## src/rtl/output_framer.sv

```systemverilog
// Output framer: serialises IN_W-bit result beats into OUT_W-bit TX FIFO words,
// tracks bytes per frame across beats, and zero-pads partial frames on flush.
//
// state | meaning
// IDLE  | waiting for a beat or a flush request
// PARSE | writing the words of the latched beat
// PAD   | writing PAD_WORD until the frame boundary
module output_framer #(
  parameter int          IN_W        = 128,
  parameter int          OUT_W       = 32,
  parameter int          FRAME_BYTES = 1024,
  parameter bit          MSB_FIRST   = 1'b0,
  parameter logic [OUT_W-1:0] PAD_WORD = '0
) (
  input  logic             clk,
  input  logic             rst,
  input  logic [IN_W-1:0]  data_flat,
  input  logic             data_ready,
  input  logic             data_idle,
  input  logic             fifo_full,
  output logic             parser_busy,
  output logic [OUT_W-1:0] FIFO_tx_din,
  output logic             FIFO_tx_enable,
  output logic             frame_done,
  output logic [15:0]      frame_count
);

  localparam int WPB = IN_W / OUT_W;
  localparam int WB  = OUT_W / 8;
  localparam int BCW = $clog2(FRAME_BYTES);
  localparam int WIW = (WPB > 1) ? $clog2(WPB) : 1;

  typedef enum logic [1:0] {IDLE, PARSE, PAD} state_t;

  state_t           state;
  logic [IN_W-1:0]  beat_reg;
  logic [WIW-1:0]   word_idx;
  logic [BCW-1:0]   byte_cnt;
  logic             flush_pend;

  logic [BCW:0]     byte_sum;
  logic             frame_end;
  logic [BCW-1:0]   byte_next;
  logic             last_word;
  logic [OUT_W-1:0] chunk [WPB];

  // Word slices of the latched beat, already in transmit order.
  for (genvar g = 0; g < WPB; g++) begin : g_chunk
    localparam int SEL = MSB_FIRST ? (WPB - 1 - g) : g;
    assign chunk[g] = beat_reg[SEL*OUT_W +: OUT_W];
  end

  // Byte count after the current write; a frame closes when it hits FRAME_BYTES.
  always_comb begin
    byte_sum  = {1'b0, byte_cnt} + (BCW+1)'(WB);
    frame_end = (byte_sum == (BCW+1)'(FRAME_BYTES));
    byte_next = frame_end ? '0 : byte_sum[BCW-1:0];
    last_word = (word_idx == WIW'(WPB - 1));
  end

  // Sequencer: accept beats, emit words, pad on flush, stall on fifo_full.
  always_ff @(posedge clk or posedge rst) begin
    if (rst) begin
      state          <= IDLE;
      beat_reg       <= '0;
      word_idx       <= '0;
      byte_cnt       <= '0;
      flush_pend     <= 1'b0;
      parser_busy    <= 1'b0;
      FIFO_tx_din    <= '0;
      FIFO_tx_enable <= 1'b0;
      frame_done     <= 1'b0;
      frame_count    <= '0;
    end else begin
      FIFO_tx_enable <= 1'b0;
      frame_done     <= 1'b0;
      case (state)
        IDLE: begin
          if (data_ready) begin
            beat_reg    <= data_flat;
            word_idx    <= '0;
            flush_pend  <= data_idle;
            parser_busy <= 1'b1;
            state       <= PARSE;
          end else if (data_idle && byte_cnt != '0) begin
            parser_busy <= 1'b1;
            state       <= PAD;
          end
        end
        PARSE: begin
          if (!fifo_full) begin
            FIFO_tx_enable <= 1'b1;
            FIFO_tx_din    <= chunk[word_idx];
            byte_cnt       <= byte_next;
            if (frame_end) begin
              frame_done  <= 1'b1;
              frame_count <= frame_count + 16'd1;
            end
            if (last_word) begin
              // A flush that lands exactly on a boundary has nothing to pad.
              if (flush_pend && !frame_end) begin
                state <= PAD;
              end else begin
                state       <= IDLE;
                parser_busy <= 1'b0;
                flush_pend  <= 1'b0;
              end
            end else begin
              word_idx <= word_idx + WIW'(1);
            end
          end
        end
        PAD: begin
          if (!fifo_full) begin
            FIFO_tx_enable <= 1'b1;
            FIFO_tx_din    <= PAD_WORD;
            byte_cnt       <= byte_next;
            if (frame_end) begin
              frame_done  <= 1'b1;
              frame_count <= frame_count + 16'd1;
              state       <= IDLE;
              parser_busy <= 1'b0;
              flush_pend  <= 1'b0;
            end
          end
        end
        default: state <= IDLE;
      endcase
    end
  end

endmodule

```

## config.mk

```make
export PLATFORM = sky130hd
export DESIGN_NAME = output_framer
export DESIGN_NICKNAME = d
export VERILOG_FILES = /design/src/rtl/output_framer.sv
export SDC_FILE = /design/constraint.sdc
export NUM_CORES = 1
export LEC_CHECK = 0
export ABC_AREA = 1
export BUFFER_PORTS_ARGS = -buffer_cell sky130_fd_sc_hd__buf_2
export CORE_AREA = 2 2 244 126
export CTS_BUF_LIST = sky130_fd_sc_hd__clkbuf_8
export DETAILED_ROUTE_END_ITERATION = 8
export DIE_AREA = 0 0 246 128
export SKIP_CTS_REPAIR_TIMING = 1
export SYNTH_ARGS = -nofsm -noshare
export SYNTH_HDL_FRONTEND = slang
export SYNTH_SLANG_ARGS = --single-unit
export TNS_END_PERCENT = 20
```

## constraint.sdc

```tcl
create_clock -name clk -period 11.6 [get_ports clk]
set_input_delay 0.58 -clock clk [delete_from_list [all_inputs] [get_ports clk]]
set_output_delay 0.58 -clock clk [all_outputs]
set_load 0.05 [all_outputs]
```

# --- Yosys cells after proc, flatten, opt, wreduce, memory -nomap -nowiden ---
# Index checks and enable logic that the tools add are counted.
# W data, S select, Z words.
word_totals:
  in_bits: 133
  output_inout_bits: 51
  ff_bits: 194
classes:
  n_reduce_logical: 17
  n_bitwise: 2
  mux: 34
  add_sub_neg: 3
  order_cmp: 1
  n_eq_ne: 12
ops:
  columns: ["op", "count"]
  rows:
  - ["$mux W32", 4]
  - ["$bmux W32 S2", 1]
  - ["$pmux W32 S2", 1]
  - ["$mux W2", 10]
  - ["$add A16 B1 Y16 const B", 1]
  - ["$ne A2 B2 Y1 const B", 7]
  - ["$reduce_and A7 Y1", 2]
  - ["$mux W1", 13]
  - ["$add A10 B3 Y11 const B", 1]
  - ["$eq A11 B11 Y1 const B", 1]
  - ["$mux W10", 1]
  - ["$reduce_bool A10 Y1", 1]
  - ["$pmux W1 S3", 2]
  - ["$pmux W2 S3", 1]
  - ["$reduce_and A3 Y1", 2]
  - ["$reduce_and A5 Y1", 1]
  - ["$eq A2 B2 Y1 const B", 2]
  - ["$pmux W2 S2", 1]
  - ["$reduce_and A2 Y1", 2]
  - ["$reduce_and A4 Y1", 1]
  - ["$reduce_bool A2 Y1", 2]
  - ["$ge A3 B3 Y1 const B", 1]
  - ["$ne A3 B3 Y1 const B", 1]
  - ["$not A2 Y3", 1]
  - ["8 further kinds", 9]

# --- Logic depth before layout (Yosys ltp) ---
# Gate-level depths: netlist of run 1.
logic_depth:
  ltp_word: 8
  ltp_mapped: 10

# --- Least setup slack after synthesis of run 1 ---
# Ideal clock, no wire load.
synth_path:
  path_kind: "reg-to-reg"
  startpoint: "register frame_count[0]"
  endpoint: "register frame_count[14]"
  synth_period_minus_slack_ns: 1.722
  stages_incl_launch_ff: 11
  path_slack_ns: 9.878
  n_path_buf: 0
  arrival_time_ns: 1.604
  cell_sequence: "dfrtp_1 -> ha_1 -> inv_1 -> nor2_1 -> nand2_1 -> nor2_1 -> nand3_1 -> nand2_1 -> nand2_1 -> nand2_1 -> nand2_1"
synth_via:
  elab_chain_len: 1
synth_lines:
  columns: ["element", "line", "text"]
  rows:
  - ["start, declared", "25", "output logic [15:0] frame_count"]
  - ["start signal, assigned", "97", "frame_count <= frame_count + 16'd1;"]
  - ["start signal, assigned", "120", "frame_count <= frame_count + 16'd1;"]
  - ["$add A16 B1 Y16", "97, 120", null]
# Every way passes these cells.
# A chain may end at the register's enable or synchronous reset.

# --- Final worst setup path of run 1 ---
layout_path:
  startpoint: "register state[0]"
  endpoint: "register beat_reg[119]"
layout_via:
  elab_chain_len: 2
layout_lines:
  columns: ["element", "line", "text"]
  rows:
  - ["start, declared", "35", "state_t state;"]
  - ["start signal, assigned", "64", "state <= IDLE;"]
  - ["start signal, assigned", "84", "state <= PARSE;"]
  - ["start signal, assigned", "87", "state <= PAD;"]
  - ["$logic_not A2 Y1", "77", "case (state)"]
  - ["$reduce_and A2 Y1 (no source line)", null, null]
  - ["end signal, assigned", "80", "beat_reg <= data_flat;"]
  - ["end, declared", "36", "logic [IN_W-1:0] beat_reg;"]
# Every way passes these cells.

==> flow_metrics.tcl, run 1 <==
set metrics [dict create \
    routabilityCongestion 0.810 \
    synth-edff-count 0 \
    crit_path_max_incr_delay_ns 0.93 \
    final_area_sq_um 10300 \
    worst_setup_path_end_kind "flip-flop" \
    synth_ff_type "dfrtp_1" \
    synth_top_cell_by_area "dfrtp_1" \
    clockBufferDepth 2 \
    crit_fanout 80 \
    grt_antenna_before_repair 5 \
    cts_tree "done" \
    grt_pass1_wl_um 37500 \
    setup_viol 0 \
    async_flop_share_pct 100 \
    synth_seq_cells 192 \
    io_buffers 183 \
    vias 6559 \
    core-area_sq_um 29600 \
    dpl_worst_slack_ns 8.80 \
    worstPathArrival_ns 3.18 \
    globalRouteTotalUtil_pct 15.9 \
    worst-setup-path-type "flip-flop to flip-flop" \
    finalCoreUtilization_pct 35.0 \
    synth.cell_area_sq_um 8660 \
    drv_cap 0 \
    drive_gt1_share_pct 36.5 \
    num-fill-cells 3009 \
    antenna_left 0 \
    grt_pass1_vias 6420 \
    ir_drop_uv 96.7 \
    grt_overflow 0 \
    finalClockSkew_ns 0.0138 \
    hold_viol_final 0 \
    largest_register_ffs 128 \
    r2r_end "beat_reg[119]" \
    synth_most_common_cell "dfrtp_1" \
    first_pass_iters 6 \
    power_leakage_nw 4.80 \
    max_freq_mhz 358 \
    cts.htree.levels 4 \
    die_x_um 246 \
    status "completed" \
    ctsRootBufferMaster "clkbuf_8" \
    drt-initial-drc-count 428 \
    io_pins 184 \
    fp-row-count 45 \
    crit_slowest_cell "buf_4" \
    numCtsBuffers 17 \
    crit_family "buffers and inverters" \
    synthCells 816 \
    cts.sinks 192 \
    wl_um 24400 \
    cp_cell_sequence "inv_1 > ha_1 > nand2_4 > buf_4 > mux2_2" \
    cellPowerDensity_nw_per_um2 263 \
    path_depth 5 \
    fin_tns_setup_ns 0 \
    drc_errors 0 \
    hold_class "input pin to async pin" \
    nNetsFinal 1116 \
    initial_core_util_pct 29.3 \
    syn-mean-instance-area_sq_um 10.6 \
    fin_ws_ns 8.81 \
    ys_top_cells_by_count "dfrtp_1 (192), mux2_2 (127), o21ai_0 (104)" \
    syn-num-nets 958 \
    dieArea_sq_um 31500 \
    worst_slew_pin_slew_ns 1.09 \
    die_h_um 128 \
    clk_pin_slew_ns 0.10 \
    dp.final_hpwl_um 15700 \
    area_delta_synth_final_pct 19.4 \
    maxSlewHeadroom_pct 27.0 \
    synth_cell_types 29 \
    grt_max_degree 124 \
    r2r-start "state[0]" \
    ys_seq_area_share_pct 55.5 \
    r2r_slack_ns 8.81 \
    period_needed_ns 2.79 \
    worstPathBufferInverterCount 2 \
    ys_warn_count 0 \
    r2r_cells 5 \
    grt_setup_unrepaired "false" \
    cp-start-kind "flip-flop" \
    synth_top_cell_area_share_pct 55.5 \
    clk_latency_ns 0.49 \
    vias_per_cell 4.73 \
    fin_hold_ws_ns 0.233 \
    dpl_cell_area_sq_um 9920 \
    finalMaxSlewViolations 0 \
    worstPathRequired_ns 11.99 \
    period_share_pct 24.1 \
    wl_per_cell_um 17.6 \
    ys_top_cells_by_area "dfrtp_1 (55%), mux2_2 (17%), o21ai_0 (6.0%)" \
]
cells by family (layout without fill, tap and decap cells):
group | after synthesis | after routing | share of synthesized area (%)
compound gates | 145 | 145 | 8.90
mux | 127 | 127 | 16.5
xor+xnor | 17 | 17 | 1.72
fa+ha+maj | 9 | 9 | 1.30
buf+inv | 82 | 252 | 3.97
simple gates | 244 | 244 | 12.1
flops | 192 | 192 | 55.5
other cells | 0 | 1 | 0
placed cells by master, fill, tap and decap left out, types with 2 or more instances in the layout:
master,synthesis,routed
clkinvlp_4,0,2
nand3_1,45,45
o22ai_1,31,31
buf_2,23,183
nor3_1,8,8
nor2_1,85,83
nand2_1,92,91
clkinv_4,0,2
inv_1,32,32
nand4_1,4,4
nand2_2,2,2
inv_8,0,2
inv_2,1,3
inv_6,0,2
xor2_1,10,10
xnor2_1,7,7
o21ai_0,104,104
dfrtp_2,0,2
buf_4,0,5
mux2_2,127,127
o21ai_1,2,2
ha_1,9,9
nor2_4,3,5
a21oi_1,5,5
clkbuf_8,0,18
dfrtp_1,192,190
bufinv_16,0,3
and2_1,2,2
worst max path at each step:
stage / startpoint / end / slack, ns
3_5_place_dp: state[0] / beat_reg[58] / 8.80
3_3_place_gp: data_ready / beat_reg[21] / 8.82
2_1_floorplan: rst / FIFO_tx_din[0] / 5.79
5_1_grt: state[0] / beat_reg[126] / 8.65
6_report: state[0] / beat_reg[119] / 8.81
4_1_cts: state[0] / beat_reg[58] / 8.78
per-layer routing:
layer  track usage [%]  vias up  wire [um]
met4              4.56        2        364
li1                  -     3103          -
met2              22.4      178      10300
met3              4.38       28       1590
met1              23.5     3248      12200
met5                 0        -         16
where the power goes:
group	switching, mW	total [mW]	internal (mW)
Combinational	0.686	1.11	0.426
Sequential	0.166	1.13	0.964
Clock	0.258	0.477	0.219
Total	1.11	2.72	1.61
final cells by class:
class / instances / area (sq um) / area share, %
flip-flops and latches: 192 / 4810 / 46.5
diodes: 1 / 2.50 / 0.0242
well taps: 399 / 499 / 4.83
inverters: 33 / 131 / 1.27
multi-input cells: 542 / 3530 / 34.2
repair buffers: 188 / 953 / 9.22
clock buffers: 18 / 248 / 2.40
clock inverters: 13 / 163 / 1.57
per-stage QoR:
step                total power, mW  cells
finish                         2.72   1386
global route                   2.92   1385
CTS                            2.76   1385
detailed placement             2.27   1354
global placement               2.24   1354
floorplan                      1.96    816
Power figures use the tool's default switching activity.
==> run 2, diff against run 1 <==
ABC_AREA = 0   (was 1)
CORE_AREA = 2 2 237 122   (was 2 2 244 126)
DIE_AREA = 0 0 239 124   (was 0 0 246 128)
clock period = 2.5 ns   (was 11.6 ns; I/O delays follow)
==> run 2 against run 1 <==
Total power rose to 4.5 times the previous value. Combinational power rose to 4.5 times the previous value. Core utilization up 6.0 points. Clock power rose to 4.2 times the previous value. Highest routed layer is now met4.
==> flow_metrics.tcl, run 2 <==
set metrics [dict create \
    finalMaxSlewViolations 0 \
    synth_cell_types 37 \
    area_delta_synth_final_pct 37.7 \
    grt_pass1_wl_um 29100 \
    hold_viol_final 0 \
    synth_top_cell_area_share_pct 58.9 \
    io_pins 184 \
    finalClockSkew_ns 0.0150 \
    wl_um 20300 \
    hold_class "input pin to flip-flop" \
    switchingPower_mw 4.30 \
    status "completed" \
    worst_setup_path_end_kind "flip-flop" \
    maxSlewHeadroom_pct 31.4 \
    die_x_um 239 \
    grt_max_degree 107 \
    numCtsBuffers 17 \
    p_clk_share_pct 16.3 \
    clk_pin_slew_ns 0.10 \
    io_buffers 183 \
    ys_top_cells_by_area "dfrtp_1 (59%), mux2_2 (18%), mux4_2 (8.8%)" \
    vias 5475 \
    synth.cell_area_sq_um 8160 \
    drc_errors 0 \
    vias_per_cell 4.53 \
    initial_core_util_pct 29.7 \
    worstPathRequired_ns 2.87 \
    worst-setup-path-type "flip-flop to flip-flop" \
    synth_ff_type "dfrtp_1" \
    synth-edff-count 0 \
    wl_per_cell_um 16.8 \
    grt_pass1_vias 5259 \
    die_h_um 124 \
    ir_drop_uv 377 \
    worstPathArrival_ns 2.44 \
    dp.final_hpwl_um 13000 \
    ctsRootBufferMaster "clkbuf_8" \
    worst_slew_pin_slew_ns 1.03 \
    syn-num-nets 665 \
    final_cell_mix "dfrtp_1 (190), buf_2 (183), mux2_2 (130)" \
    final_common_cell "dfrtp_1" \
    ys_top_cells_by_count "dfrtp_1 (192), mux2_2 (130), a22o_1 (34)" \
    period_needed_ns 2.07 \
    setup_viol 0 \
    p_seq_share_pct 42.7 \
    placed_cells 1047 \
    max_freq_mhz 483 \
    drive_gt1_share_pct 47.3 \
    clockBufferDepth 2 \
    drt-initial-drc-count 246 \
    grt_antenna_before_repair 1 \
    routabilityCongestion 0.800 \
    cts.htree.levels 4 \
    swShare_pct 35.3 \
    cp-start-kind "flip-flop" \
    synthCells 523 \
    fp-row-count 43 \
    power_leakage_nw 5.12 \
    dieArea_sq_um 29600 \
    globalRouteTotalUtil_pct 13.1 \
    crit_fanout 8 \
    async_flop_share_pct 100 \
    power_frac_comb_pct 41.0 \
    cts_tree "done" \
    nNetsFinal 977 \
    finalPower_mw 12.2 \
    p_int_mw 7.88 \
    cts.sinks 192 \
    ys_warn_count 0 \
    grt_setup_unrepaired "false" \
    r2r_slack_ns 0.43 \
    period_share_pct 82.9 \
    drv_cap 0 \
    synth_seq_cells 192 \
    ys_seq_area_share_pct 58.9 \
    syn-mean-instance-area_sq_um 15.6 \
    num-fill-cells 2544 \
    cellPowerDensity_nw_per_um2 1080 \
    grt_overflow 0 \
    largest_register_ffs 128 \
    instances_no_fill 1208 \
    clk_latency_ns 0.49 \
    core-area_sq_um 27400 \
    antenna_left 0 \
    first_pass_iters 4 \
    synth_most_common_cell "dfrtp_1" \
    synth_top_cell_by_area "dfrtp_1" \
]
[run 2: routing by layer]
| layer | part of all wire, % | routed length [um] | global-route usage [%] |
|---|---|---|---|
| met1 | 42 | 8510 | 15.4 |
| met2 | 54 | 11000 | 23.7 |
| met3 | 2.3 | 471 | 3.68 |
| met4 | 1.8 | 358 | 3.71 |
| met5 | 0 | 0 | 0 |
[run 2: per-stage QoR]
step	setup WS (ns)	cell area, sq um	util [%]	TNS [ns]	hold slack (ns)
floorplan	-0.101	8160	-	-19.48	0.276
global placement	0.446	9570	34.9	0	0.350
detailed placement	0.412	9570	34.9	0	0.347
CTS	0.377	9940	36.2	0	-0.206
global route	0.209	11200	40.9	0	0.0359
finish	0.429	11200	40.9	0	0.0568
[run 2: final timing paths]
kind,from,end,cells past startpoint
setup / recovery,state[0],frame_count[7],7
hold / removal,data_idle,flush_pend,3
setup reg to reg,state[0],frame_count[7],7
hold reg to reg,frame_count[15],frame_count[15],1
max in group asynchronous,rst,beat_reg[64],4
min in group asynchronous,rst,beat_reg[18],4
[run 2: layout make-up]
type                       instances  area [sq um]  share of cell area (%)
inverter                          13          52.6                   0.468
multi-input combinational        290          3210                    28.6
sequential                       192          4810                    42.8
antenna                            2          5.00                  0.0445
timing repair buffer             321          2340                    20.8
clock buffer                      19           262                    2.33
tap                              360           450                    4.01
clock inverter                    11           108                   0.958
[run 2: critical path, stage by stage (launching register included)]
cell and delay (ns):
dfrtp_1 0.39, inv_1 0.09, ha_1 0.32, nand2b_1 0.12, nor4_4 0.48, and3_1 0.28
nand4_1 0.12, xnor2_1 0.14
[run 2: logic make-up after synthesis]
logic type                 share of synthesized area, %
AOI/OAI and AO/OA                                  4.83
xor gates and xnor gates                           2.36
adders and majority gates                          1.38
buffers and inverters                              2.04
DFF                                                58.9
muxes                                              27.0
and+or+nand+nor                                    3.48
[run 2: power by group through the flow]
stage	registers [mW]	clock network [mW]	logic, mW
global placement	5.18	0	4.78
floorplan	5.80	0	3.10
finish	5.20	1.99	5.00
global route	5.36	2.19	5.37
detailed placement	5.24	0	4.90
CTS	5.19	2.08	4.89
